===== config.mk =====
export PLATFORM = sky130hd
export DESIGN_NAME = inst_fetch_unit
export DESIGN_NICKNAME = d
export VERILOG_FILES = /design/src/rtl/inst_fetch_unit.sv
export SDC_FILE = /design/constraint.sdc
export NUM_CORES = 1
export LEC_CHECK = 0
export ABC_CLOCK_PERIOD_IN_PS = 4000
export CAP_MARGIN = 10
export CORE_AREA = 2 2 119 121
export DETAILED_ROUTE_END_ITERATION = 8
export DIE_AREA = 0 0 121 123
export GPL_ROUTABILITY_DRIVEN = 0
export GPL_TIMING_DRIVEN = 0
export MAX_ROUTING_LAYER = met4
export PLACE_DENSITY = 0.81
export SETUP_SLACK_MARGIN = 0.02
export SLEW_MARGIN = 20
export SYNTH_ARGS = -nofsm -noshare
export SYNTH_HDL_FRONTEND = slang
export SYNTH_SLANG_ARGS = --single-unit

===== constraint.sdc =====
create_clock -name Clk -period 4 [get_ports Clk]
set_input_delay 0.8 -clock Clk [delete_from_list [all_inputs] [get_ports Clk]]
set_output_delay 0.8 -clock Clk [all_outputs]
set_load 0.02 [all_outputs]

===== src/rtl/inst_fetch_unit.sv =====
// ============================================================================
// inst_fetch_unit
// ----------------------------------------------------------------------------
// Instruction-side producer for the single-cycle MIPS control path. It keeps
// the PC and fetches one word per step from instruction memory over a
// req/ack handshake. The fetched word is held and shown to the decoder as
// Inst/Op/Func. When the core retires the held word (Adv), the decoder's
// Pcsrc selects the next PC (PC+4, branch or jump) and the next fetch starts.
//
// Parameters:
//   RESET_PC    - PC after reset (bits [1:0] forced to 00)
//   TIMEOUT_CYC - fetch watchdog limit in cycles (only with IFU_TIMEOUT_EN)
//
// Optional feature macro: IFU_TIMEOUT_EN
//   defined   - a fetch that goes unanswered for TIMEOUT_CYC cycles is
//               replaced by a NOP and the sticky Fault flag is set
//   undefined - FETCH waits indefinitely; Fault is constant 0
//
// Ports:
//   Clk         in   1   clock, rising edge
//   Clrn        in   1   asynchronous active-low reset
//   Pcsrc       in   2   next-PC select: 00/11 PC+4, 01 branch, 10 jump
//   Imm         in   32  sign-extended immediate (branch offset in words)
//   Adv         in   1   core retired the held instruction
//   Imem_req    out  1   fetch request (registered)
//   Imem_addr   out  32  fetch address (registered, word aligned)
//   Imem_ack    in   1   memory returns Imem_rdata this cycle
//   Imem_rdata  in   32  instruction word
//   Inst        out  32  held instruction
//   Op          out  6   Inst[31:26]
//   Func        out  6   Inst[5:0]
//   Inst_valid  out  1   Inst holds a fetched, unretired word
//   Pc          out  32  address of the held / in-flight instruction
//   Fault       out  1   sticky fetch timeout flag
// ============================================================================
module inst_fetch_unit #(
    parameter logic [31:0] RESET_PC    = 32'h0000_0000,
    parameter int          TIMEOUT_CYC = 16
) (
    input  logic        Clk,
    input  logic        Clrn,
    input  logic [1:0]  Pcsrc,
    input  logic [31:0] Imm,
    input  logic        Adv,
    output logic        Imem_req,
    output logic [31:0] Imem_addr,
    input  logic        Imem_ack,
    input  logic [31:0] Imem_rdata,
    output logic [31:0] Inst,
    output logic [5:0]  Op,
    output logic [5:0]  Func,
    output logic        Inst_valid,
    output logic [31:0] Pc,
    output logic        Fault
);

    localparam logic [31:0] ResetPcAligned = {RESET_PC[31:2], 2'b00};

    typedef enum logic [1:0] {
        IDLE  = 2'd0,
        FETCH = 2'd1,
        HOLD  = 2'd2
    } fetchState_t;

    fetchState_t state_q;
    logic [31:0] pc_q;
    logic [31:0] imemAddr_q;
    logic        imemReq_q;
    logic [31:0] inst_q;
    logic        instValid_q;
    logic [31:0] pc_d;
    logic [31:0] pcPlus4;

`ifdef IFU_TIMEOUT_EN
    localparam int CntW = $clog2(TIMEOUT_CYC + 1);
    logic [CntW-1:0] timeoutCnt_q;
    logic            fault_q;
`endif

    // Only the low 30 immediate bits survive the word-offset shift, and the
    // watchdog limit is unused when the timeout feature is compiled out.
    logic unusedBits;
    assign unusedBits = ^{Imm[31:30], 32'(TIMEOUT_CYC)};

    // Next PC from the decoder's selection. The jump form keeps the 256 MB
    // region of PC+4 and replaces the rest with the held instruction's
    // 26-bit target; everything wraps modulo 2^32.
    always_comb begin
        pcPlus4 = pc_q + 32'd4;
        pc_d    = pcPlus4;
        case (Pcsrc)
            2'b01:   pc_d = pcPlus4 + {Imm[29:0], 2'b00};
            2'b10:   pc_d = {pcPlus4[31:28], inst_q[25:0], 2'b00};
            default: pc_d = pcPlus4;
        endcase
    end

    // Fetch sequencer: IDLE issues the very first request after reset,
    // FETCH holds req/addr stable until the ack, HOLD keeps the word valid
    // until the core retires it. Adv outside HOLD and ack outside FETCH are
    // simply not looked at; in HOLD an ack alongside Adv is ignored.
    always_ff @(posedge Clk or negedge Clrn) begin
        if (!Clrn) begin
            state_q      <= IDLE;
            pc_q         <= ResetPcAligned;
            imemAddr_q   <= ResetPcAligned;
            imemReq_q    <= 1'b0;
            inst_q       <= 32'h0000_0000;
            instValid_q  <= 1'b0;
`ifdef IFU_TIMEOUT_EN
            timeoutCnt_q <= '0;
            fault_q      <= 1'b0;
`endif
        end else begin
            case (state_q)
                IDLE: begin
                    imemReq_q    <= 1'b1;
                    imemAddr_q   <= pc_q;
                    state_q      <= FETCH;
`ifdef IFU_TIMEOUT_EN
                    timeoutCnt_q <= '0;
`endif
                end
                FETCH: begin
                    if (Imem_ack) begin
                        inst_q      <= Imem_rdata;
                        instValid_q <= 1'b1;
                        imemReq_q   <= 1'b0;
                        state_q     <= HOLD;
                    end
`ifdef IFU_TIMEOUT_EN
                    // This edge ends the TIMEOUT_CYC-th unanswered cycle, so
                    // a NOP is substituted; an ack on this same edge wins.
                    else if (timeoutCnt_q == CntW'(TIMEOUT_CYC - 1)) begin
                        inst_q      <= 32'h0000_0000;
                        instValid_q <= 1'b1;
                        imemReq_q   <= 1'b0;
                        fault_q     <= 1'b1;
                        state_q     <= HOLD;
                    end else begin
                        timeoutCnt_q <= timeoutCnt_q + CntW'(1);
                    end
`endif
                end
                HOLD: begin
                    if (Adv) begin
                        pc_q         <= pc_d;
                        imemAddr_q   <= pc_d;
                        imemReq_q    <= 1'b1;
                        instValid_q  <= 1'b0;
                        state_q      <= FETCH;
`ifdef IFU_TIMEOUT_EN
                        timeoutCnt_q <= '0;
`endif
                    end
                end
                default: begin
                    state_q <= IDLE;
                end
            endcase
        end
    end

    assign Imem_req   = imemReq_q;
    assign Imem_addr  = imemAddr_q;
    assign Inst       = inst_q;
    assign Op         = inst_q[31:26];
    assign Func       = inst_q[5:0];
    assign Inst_valid = instValid_q;
    assign Pc         = pc_q;
`ifdef IFU_TIMEOUT_EN
    assign Fault      = fault_q;
`else
    assign Fault      = 1'b0;
`endif

endmodule


==> reports/metrics.csv <==
stage,metric,value,unit
run_status,status,finished clean,
detailed_routing,vias,6635,
timing,hold-worst-slack,307,ps
synthesis,ys_top_cells_by_area,"dfrtp_1, ha_1, mux2_2",
clock_tree,htree_levels,3,
die,start_util,48.3,%
worst_setup_path,reg2reg_slack,20,ps
synthesis,syn_nets,821,
synthesis,synth_top_area_share,38.0,%
synthesis,ys_seq_area_share,38.0,%
power_and_ir_drop,leakage,4.05,nW
clock_tree,clock-sinks,100,
synthesis,synthArstFlopShare,100,%
timing,drv_slew,0,
worst_setup_path,crit_fanout,6,
detailed_routing,wl_per_cell,19.9,um
layout,n_antenna_cell,0,
power_and_ir_drop,powerDensity,823,nW/um2
clock_tree,hold_buffers,0,
worst_hold_path,min_path_type,in2async,
worst_setup_path,cp_data_required_time,4220,ps
detailed_routing,drt-total-wl,22200,um
detailed_routing,via_per_inst,5.96,
layout,drive_gt1_share,16.1,%
synthesis,synthFlopType,dfrtp_1,
grt,grt_usage,29.8,%
worst_setup_path,end_kind,register,
timing,fin_skew,8.10,ps
timing,worstMarginPinSlew,733,ps
die,die_w,121,um
layout,nNetsFinal,1036,
run,cap_violations,0,
grt,grt_pass1_wl,33200,um
worst_setup_path,r2r_end,Imem_addr[25],
layout,stdcell_count,1113,
timing,hold_viol,0,
timing,slew_headroom,50.9,%
place,post-place-cells,1071,
clock_tree,cts_tree,built,
grt,grt_pass1_vias,6053,
die,dieArea,14900,um2
timing,grt_setup_unrepaired,yes,
clock_tree,cts_made_buffers,9,
worst_setup_path,cp-start-kind,register,
clock_tree,cts_buffer_depth,2,
detailed_routing,drt_iter0_drc,665,
worst_setup_path,r2r_start,Pc[7],
detailed_routing,drcViolationCount,0,
grt,grt.overflow.total,0,
power_and_ir_drop,power,7.69,mW
grt,antenna_found_initial,0,
synthesis,post_synth_num_cell_types,66,
timing,fin_crit,3980,ps
synthesis,ys_ff_latch,100,
detailed_routing,final_antenna_net_count,0,
synthesis,yosysMostFrequentCell,dfrtp_1,
clock_tree,cts-root-buf,clkbuf_16,
timing,setup_violations,0,
worst_setup_path,path_class,reg2reg,
place,port_buffers,177,
grt,grt_max_degree,71,
worst_setup_path,crit_arrival,4200,ps
power_and_ir_drop,ir_worst_vdd,0.406,mV
synthesis,yosysWarnings,0,
synthesis,synth_edf_count,0,
clock_tree,clock_latency,360,ps
synthesis,synth_top_cell_by_area,dfrtp_1,
place,hpwl,16200,um
die,coreArea,13600,um2
clock_tree,cts.clk_slew.worst_paths,80,ps
detailed_routing,dr.pass1.iters,7,
layout,final_util,68.7,%
synthesis,netlist_instances,713,
synthesis,syn-cell-area,6580,um2
layout,syn2layout_area_growth,42.1,%
timing,setup_tns,0,ps
worst_setup_path,reg2regPathDepth,16,
synthesis,syn_area_per_cell,9.23,um2
timing,fmax,251,MHz
timing,finalCritPeriodShare,99.5,%
die,fp.dieH,123,um
die,row_count,43,
die,io_pins,181,
synthesis,ys_top_cells_by_count,"dfrtp_1, nand2_1, o21ai_0",
cells in the final DEF, fill, tap and decap left out, types with 20 or more instances in the layout:
cell / synthesis / routed
a21o_1: 20 / 20
a21oi_1: 51 / 49
buf_4: 13 / 39
clkbuf_1: 31 / 31
clkdlybuf4s50_1: 0 / 176
dfrtp_1: 100 / 87
ha_1: 37 / 30
mux2_2: 34 / 34
nand2_1: 76 / 74
nand3_1: 24 / 22
nor2_1: 45 / 43
o21ai_0: 56 / 54
xnor2_1: 36 / 31
critical path: stages, from the launching register on:
cell	delay [ps]
dfrtp_1	380
and4_1	220
buf_6	130
nand3_1	120
or2_4	290
nor3_1	180
xor2_1	320
ha_1	270
and4_2	300
nand3_1	130
a211oi_1	380
nor2_1	150
o21ai_0	260
xor2_1	130
a222oi_1	300
buf_4	190
o21ai_0	70
sequential cells by signal, summed over array words and instances (netlist names):
| register | cells |
|---|---|
| Imem_req | 1 |
| Inst_valid | 1 |
| Imem_addr | 32 |
| Inst | 32 |
| Pc | 32 |
| state_q | 2 |
where the power goes:
part           total [mW]  internal (mW)  switching [mW]
logic                4.77           2.24            2.53
registers            2.02           1.47           0.546
clock network       0.901          0.458           0.444
cell families (layout without fill, tap and decap cells):
family / count (synthesis) / after routing / synth area share [%]
XOR/XNOR: 52 / 52 / 7.04
buffers and inverters: 67 / 287 / 4.72
AND/OR/NAND/NOR: 203 / 203 / 14.5
other: 1 / 1 / 0.0570
adder cells (fa/ha/maj): 38 / 38 / 7.34
AO/OA/AOI/OAI: 217 / 217 / 22.3
flip-flops: 100 / 100 / 38.0
multiplexers: 35 / 35 / 5.97
worst max path at each step:
| stage | end | from | slack [ps] |
|---|---|---|---|
| after floorplan | Imem_addr[31] | Pc[4] | 150 |
| after global placement | Inst[23] | Clrn | -1620 |
| after detailed placement | Imem_addr[23] | Pc[13] | -250 |
| after CTS | Pc[31] | Pc[15] | 30 |
| after global routing | Imem_addr[23] | Pc[14] | -50 |
| final | Imem_addr[25] | Pc[7] | 20 |
final cells by class:
class / instances / area (um2)
Tap cell: 180 / 225
Timing Repair Buffer: 204 / 2000
Buffer: 50 / 253
Clock buffer: 10 / 239
Multi-Input combinational cell: 546 / 3990
Sequential cell: 100 / 2520
Fill cell: 1036 / 4270
Inverter: 17 / 63.8
Clock inverter: 6 / 62.6
what timing repair did:
action	CTS	global route
endpoints found under the setup margin	17	23
pin swaps	6	6
resized for setup	17	40
buffers inserted	8	18
metrics by stage:
step	setup WS (ps)	cell area (um2)
detailed placement	-247	8600
floorplan	147	6580
global route	-53.4	9350
global placement	-1620	8570
CTS	28.3	9030
finish	21.2	9350
routing by layer:
layer  vias to the layer above  track usage, %  wire length [um]
li1                       3028               -                 -
met1                      3231            41.9              9550
met2                       329            43.9             10200
met3                        47            4.24              1870
met4                         0            10.8               534
met5                         -               -                 0
Note: power is estimated with default switching activity, not from simulation.
